===== src/rtl/multicycle_controller.sv =====
// Control unit for a multicycle RV32I core: a Moore FSM that sequences the
// shared ALU, unified memory port and immediate extender, plus combinational
// immediate-format and ALU-operation decoders.
module multicycle_controller (
  input  logic       clk,
  input  logic       reset,
  input  logic [6:0] op,
  input  logic [2:0] funct3,
  input  logic       funct7b5,
  input  logic       zero,
  output logic       pcwrite,
  output logic       adrsrc,
  output logic       memwrite,
  output logic       irwrite,
  output logic       regwrite,
  output logic [1:0] resultsrc,
  output logic [1:0] alusrca,
  output logic [1:0] alusrcb,
  output logic [2:0] alucontrol,
  output logic [2:0] immsrc
);

  localparam logic [6:0] OP_LW   = 7'b0000011;
  localparam logic [6:0] OP_SW   = 7'b0100011;
  localparam logic [6:0] OP_R    = 7'b0110011;
  localparam logic [6:0] OP_I    = 7'b0010011;
  localparam logic [6:0] OP_JAL  = 7'b1101111;
  localparam logic [6:0] OP_BEQ  = 7'b1100011;

  typedef enum logic [3:0] {
    S_FETCH    = 4'd0,
    S_DECODE   = 4'd1,
    S_MEMADR   = 4'd2,
    S_MEMREAD  = 4'd3,
    S_MEMWB    = 4'd4,
    S_MEMWRITE = 4'd5,
    S_EXECR    = 4'd6,
    S_EXECI    = 4'd7,
    S_JAL      = 4'd8,
    S_BEQ      = 4'd9,
    S_ALUWB    = 4'd10
  } state_t;

  state_t     state_q, state_d;
  logic       pcupdate, branch;
  logic       memwrite_raw, irwrite_raw, regwrite_raw;
  logic [1:0] aluop;

  // State register; reset abandons any in-flight instruction.
  always_ff @(posedge clk) begin
    if (reset) state_q <= S_FETCH;
    else       state_q <= state_d;
  end

  // Next-state logic and per-state Moore outputs.
  always_comb begin
    state_d      = S_FETCH;
    pcupdate     = 1'b0;
    branch       = 1'b0;
    adrsrc       = 1'b0;
    memwrite_raw = 1'b0;
    irwrite_raw  = 1'b0;
    regwrite_raw = 1'b0;
    resultsrc    = 2'b00;
    alusrca      = 2'b00;
    alusrcb      = 2'b00;
    aluop        = 2'b00;
    case (state_q)
      S_FETCH: begin
        irwrite_raw = 1'b1;
        alusrcb     = 2'b10;
        resultsrc   = 2'b10;
        pcupdate    = 1'b1;
        state_d     = S_DECODE;
      end
      S_DECODE: begin
        // ALU precomputes OldPC + imm as the branch/jump target.
        alusrca = 2'b01;
        alusrcb = 2'b01;
        case (op)
          OP_LW, OP_SW: state_d = S_MEMADR;
          OP_R:         state_d = S_EXECR;
          OP_I:         state_d = S_EXECI;
          OP_JAL:       state_d = S_JAL;
          OP_BEQ:       state_d = S_BEQ;
          default:      state_d = S_FETCH;
        endcase
      end
      S_MEMADR: begin
        alusrca = 2'b10;
        alusrcb = 2'b01;
        state_d = (op == OP_LW) ? S_MEMREAD : S_MEMWRITE;
      end
      S_MEMREAD: begin
        adrsrc  = 1'b1;
        state_d = S_MEMWB;
      end
      S_MEMWB: begin
        resultsrc    = 2'b01;
        regwrite_raw = 1'b1;
      end
      S_MEMWRITE: begin
        adrsrc       = 1'b1;
        memwrite_raw = 1'b1;
      end
      S_EXECR: begin
        alusrca = 2'b10;
        aluop   = 2'b10;
        state_d = S_ALUWB;
      end
      S_EXECI: begin
        alusrca = 2'b10;
        alusrcb = 2'b01;
        aluop   = 2'b10;
        state_d = S_ALUWB;
      end
      S_JAL: begin
        // ALU forms OldPC + 4 as the link value while PC takes the target.
        alusrca  = 2'b01;
        alusrcb  = 2'b10;
        pcupdate = 1'b1;
        state_d  = S_ALUWB;
      end
      S_BEQ: begin
        alusrca = 2'b10;
        branch  = 1'b1;
        aluop   = 2'b01;
      end
      S_ALUWB: begin
        regwrite_raw = 1'b1;
      end
      default: state_d = S_FETCH;
    endcase
  end

  // Write enables are gated by reset so nothing commits while it is held.
  always_comb begin
    pcwrite  = (pcupdate | (branch & zero)) & ~reset;
    memwrite = memwrite_raw & ~reset;
    irwrite  = irwrite_raw & ~reset;
    regwrite = regwrite_raw & ~reset;
  end

  // Immediate format depends only on the opcode.
  always_comb begin
    case (op)
      OP_SW:   immsrc = 3'b001;
      OP_BEQ:  immsrc = 3'b010;
      OP_JAL:  immsrc = 3'b011;
      default: immsrc = 3'b000;
    endcase
  end

  // ALU decoder; subtract for funct3=000 only on R-type with instr[30] set.
  always_comb begin
    case (aluop)
      2'b00: alucontrol = 3'b000;
      2'b01: alucontrol = 3'b001;
      2'b10: begin
        case (funct3)
          3'b000:  alucontrol = (op[5] & funct7b5) ? 3'b001 : 3'b000;
          3'b010:  alucontrol = 3'b101;
          3'b110:  alucontrol = 3'b011;
          3'b111:  alucontrol = 3'b010;
          default: alucontrol = 3'b000;
        endcase
      end
      default: alucontrol = 3'b000;
    endcase
  end

endmodule

===== config.mk =====
export PLATFORM = sky130hd
export DESIGN_NAME = multicycle_controller
export DESIGN_NICKNAME = d
export VERILOG_FILES = /design/src/rtl/multicycle_controller.sv
export SDC_FILE = /design/constraint.sdc
export NUM_CORES = 1
export LEC_CHECK = 0
export BUFFER_PORTS_ARGS = -buffer_cell sky130_fd_sc_hd__buf_2
export CAP_MARGIN = 15
export CORE_MARGIN = 4
export CORE_UTILIZATION = 35
export CTS_BUF_LIST = sky130_fd_sc_hd__clkbuf_16
export DETAILED_ROUTE_END_ITERATION = 8
export PLACE_DENSITY_LB_ADDON = 0.15
export SYNTH_ARGS = -nofsm -noshare
export SYNTH_HDL_FRONTEND = slang
export SYNTH_SLANG_ARGS = --single-unit

===== constraint.sdc =====
create_clock -name clk -period 1.34 [get_ports clk]
set_input_delay 0.201 -clock clk [delete_from_list [all_inputs] [get_ports clk]]
set_output_delay 0.201 -clock clk [all_outputs]
set_load 0.05 [all_outputs]

==> impl_metrics.csv, run 1 <==
group,metric,value,unit
clock_network,cts-root-buf,"clkbuf_16",
die,rows,13,
synth,synth-simple-area-share,41.4,%
synth,synth_compound_area_share,20.9,%
clock_network,cts.path.max_buffers,2,
die,die_w,47.0,microns
synth,synthCells,80,
synth,ys_top_cells_by_count,"nor2_1, a21oi_1, nand2_1, nor3_1, buf_2",
synth,synth.top_cell.area_share,15.1,%
synth,syn_avg_cell_area,6.65,sq um
clock_network,cts_setup_buffers,12,
synth,ys_seq_area_share,15.1,%
synth,synth_area_leaders,"dfxtp_1, a21oi_1, nor2_1",
place,port_buffers,29,
run_status,run_status,"stopped before the end",
synth,synth_area,532,sq um
place,gp_congestion,0.848,
synth,post-synth-top-count-cell,"nor2_1",
synth,synth_edf_count,0,
clock_network,clkSinkCount,4,
synth,ys_types,33,
place,dp_hpwl,1.57,mm
place,post-place-ws,-0.367,ns
die,start_util,38.9,%
clock_network,hold_buffers,0,
synth,synth-seq-cells,4,
clock_network,cts_htree_levels,1,
synth,synth_top_family_by_area,"simple AND/OR/NAND/NOR gates",
place,placed_area,1000,sq um
run_status,failing_step,"4_1_cts",
synth,synthesis.nets,96,
place,dp.cells,139,
synth,yosysTopAreaCell,"dfxtp_1",
clock_network,numCtsBuffers,3,
synth,synthMuxAreaShare,1.88,%
run_status,firstError,"[ERROR DPL-0038] Utilization greater than 100%, impossible to legalize",
synth,yosys_warnings,0,
die,io_pins,31,
die,die_h,47.0,microns
synth,synthXorXnorAreaFrac,4.94,%
synth,synth_top_flop_cell,"dfxtp_1",
synth,yosys.area_share.adder,4.71,%
clock_network,post_cts_resized,72,
synth,synth-async-reset-ratio,0,%
## stage by stage
step | utilization [%] | TNS (ns)
3_3_place_gp | 73.4 | -2.08
3_5_place_dp | 73.4 | -2.51
2_1_floorplan | - | -2.76
## logic make-up after synthesis
group | count (synthesis)
other | 1
buffers and inverters | 12
and+or+nand+nor | 40
muxes | 1
AOI/OAI and AO/OA | 17
xor gates and xnor gates | 3
DFF | 4
adders and majority gates | 2
==> run 2: changes to the inputs <==
--- a/config.mk
+++ b/config.mk
@@ -7,10 +7,9 @@
 export LEC_CHECK = 0
 export BUFFER_PORTS_ARGS = -buffer_cell sky130_fd_sc_hd__buf_2
 export CAP_MARGIN = 15
-export CORE_MARGIN = 4
-export CORE_UTILIZATION = 35
-export CTS_BUF_LIST = sky130_fd_sc_hd__clkbuf_16
+export CORE_AREA = 4 4 65 67
 export DETAILED_ROUTE_END_ITERATION = 8
+export DIE_AREA = 0 0 69 71
 export PLACE_DENSITY_LB_ADDON = 0.15
 export SYNTH_ARGS = -nofsm -noshare
 export SYNTH_HDL_FRONTEND = slang
==> constraint.sdc (replaced) <==
create_clock -name clk -period 1.7 [get_ports clk]
set_input_delay 0.255 -clock clk [delete_from_list [all_inputs] [get_ports clk]]
set_output_delay 0.255 -clock clk [all_outputs]
set_load 0.05 [all_outputs]
==> impl_metrics.csv, run 2 <==
group,metric,value,unit
run_status,run_status,"complete, but fails checks",
run_status,violations,"setup timing",
synth,ys_seq_area_share,15.1,%
global_route,grt_pass1_wl,3.54,mm
clock_network,hold_buffers,0,
power,seqPwrFrac,20.5,%
setup_path,worstPathRequired,1.44,ns
min_path,min_path_type,"input port to flop",
place,port_buffers,29,
power,leakage,0.480,nW
power,pwr-share-clk,42.4,%
global_route,grt_pass1_vias,730,
synth,synth-async-reset-ratio,0,%
layout,final_common_cell,"buf_2",
drt,vias,726,
synth,synth.top_cell.area_share,15.1,%
die,rows,22,
sta,post-route-min-period,1.82,ns
synth,synth_area_leaders,"dfxtp_1, a21oi_1, nor2_1",
clock_network,cts.path.max_buffers,2,
clock_network,clkSinkCount,4,
power,sw_frac_of_total,35.3,%
layout,drive_gt1_share,67.7,%
power,total_power,0.000484,W
synth,post-synth-top-count-cell,"nor2_1",
drt,drt-vias-per-instance,4.22,
synth,synth_area,532,sq um
power,vdd_drop_max,0.166,mV
layout,top_regs,"state_q x4",
setup_path,cp_data_arrival_time,1.56,ns
setup_path,max_stage_delay,0.31,ns
setup_path,critPathKind,"flop to output port",
setup_path,crit_path_start_kind,"flop",
clock_network,cts_htree_levels,1,
sta,slew_violations,0,
clock_network,cts_tree,"built",
sta,fmax,550,MHz
sta,period_share,107,%
drt,routed_wl,2.19,mm
global_route,grt_use_total,9.11,%
die,fp.dieArea,4900,sq um
synth,ys_top_cells_by_count,"nor2_1, a21oi_1, nand2_1, nor3_1, buf_2",
synth,syn_avg_cell_area,6.65,sq um
place,dp_hpwl,1.54,mm
synth,yosys_warnings,0,
synth,synth_edf_count,0,
synth,synthesis.nets,96,
setup_path,cp-end-kind,"output port",
layout,area_growth,121,%
synth,yosysTopAreaCell,"dfxtp_1",
die,io_pins,31,
drt,drc,0,
die,die_w,69,microns
drt,wl_per_cell,12.7,microns
layout,final_util,32.3,%
power,p_int,0.000313,W
layout,max_flop_register,"state_q",
setup_path,crit_slowest_cell,"dfxtp_2",
layout,final_cell_mix,"buf_2, buf_4, buf_6",
setup_path,crit_path_max_fanout,3,
layout,nets,142,
synth,ys_types,33,
drt,antenna_left,0,
synth,synthCells,80,
die,start_util,14.6,%
die,die_h,71,microns
drt,first_iter_violations,3,
power,pwr-share-comb,37.1,%
sta,hold_viol_final,0,
global_route,antenna_found_initial,0,
synth,synth_top_flop_cell,"dfxtp_1",
layout,largest_reg_flops,4,
global_route,grt_max_degree,15,
clock_network,numCtsBuffers,3,
clock_network,worst_skew_pair.late_latency,0.22,ns
sta,setup_viol,2,
sta,skew,0.000505,ns
die,coreArea,3630,sq um
sta,rsz0062_at_grt,"yes",
power,switchingPower,0.000171,W
layout,antenna-diode-count,0,
power,power_density,412,nW/um^2
setup_path,path_cells,"nand2b_4 > or2_4 > ha_4 > nor4_4 > buf_6",
synth,synth-seq-cells,4,
clock_network,cts-root-buf,"clkbuf_8",
flow_run,cap_viol_max_count,0,
layout,fillers,401,
drt,first_pass_iters,2,
global_route,overflow,0,
clock_network,clk_pin_slew,0.03,ns
place,gp_congestion,0.744,
sta,worst_slack,-0.117,ns
-- run 2: cell counts after synthesis --
Identical to the previous run, type by type.
-- run 2: what timing repair did --
action / CTS / global route
pin swaps: 6 / 6
setup buffers: 5 / 2
endpoints found under the setup margin: 8 / 12
gates resized for setup: 39 / 18
gates cloned: 0 / 0
-- run 2: logic make-up after synthesis --
| group | after synthesis | synth area share, % |
|---|---|---|
| other | 1 | 0.705 |
| flip-flops | 4 | 15.1 |
| AND/OR/NAND/NOR | 40 | 41.4 |
| multiplexers | 1 | 1.88 |
| adder cells (fa/ha/maj) | 2 | 4.71 |
| buffers and inverters | 12 | 10.4 |
| AO/OA/AOI/OAI | 17 | 20.9 |
| XOR/XNOR | 3 | 4.94 |
-- run 2: critical path: cells and delay by family, from the launching register on --
kind / cells / cell delay, ns
flops: 1 / 0.31
fa+ha+maj: 1 / 0.24
simple gates: 3 / 0.60
buf+inv: 1 / 0.19
-- run 2: final timing paths --
kind                         startpoint                     to  slack, ns  cells after the start
hold / removal                    op[4]  state_q[2]$_SDFF_PP0_       0.36                      2
hold reg to reg   state_q[0]$_SDFF_PP0_  state_q[0]$_SDFF_PP0_       0.65                      2
setup reg to reg  state_q[2]$_SDFF_PP0_  state_q[2]$_SDFF_PP0_       0.31                      5
setup / recovery  state_q[3]$_SDFF_PP0_          alucontrol[2]      -0.12                      5
-- run 2: power by group through the flow --
| stage | registers (W) | clock network, W | logic, W |
|---|---|---|---|
| finish | 0.0000992 | 0.000205 | 0.000179 |
| global route | 0.0000995 | 0.000216 | 0.000192 |
| CTS | 0.0000988 | 0.000209 | 0.000170 |
| detailed placement | 0.0000993 | 0 | 0.000153 |
| global placement | 0.0000992 | 0 | 0.000152 |
| floorplan | 0.000100 | 0 | 0.0000991 |
-- run 2: routing by layer --
layer  GRT usage [%]  share of wire (%)  vias to the layer above
met4            6.29                3.1                        0
met2            15.5                 50                       21
met1            10.6                 43                      328
met3            1.28                3.7                        6
li1                -                  -                      371
met5               0                  0                        -
-- run 2: final cells by class --
type / instances / area, sq um / area share, %
clock buffer: 3 / 41.3 / 3.51
inverter: 6 / 26.3 / 2.24
multi-input combinational: 64 / 581 / 49.4
sequential: 4 / 87.6 / 7.45
tap: 48 / 60.1 / 5.11
timing repair buffer: 47 / 379 / 32.3
-- run 2: metrics by stage --
step / instance area (sq um) / setup TNS, ns / setup WS [ns] / instances / hold slack (ns)
final: 1170 / -0.215 / -0.117 / 172 / 0.359
after detailed placement: 872 / -0.213 / -0.139 / 163 / 0.582
after global placement: 872 / -0.147 / -0.105 / 163 / 0.591
after floorplan: 609 / -1.20 / -0.320 / 80 / 0.323
after global routing: 1170 / -0.558 / -0.184 / 172 / 0.382
after CTS: 1100 / -0.432 / -0.191 / 171 / 0.355
Note: power is estimated with default switching activity, not from simulation.
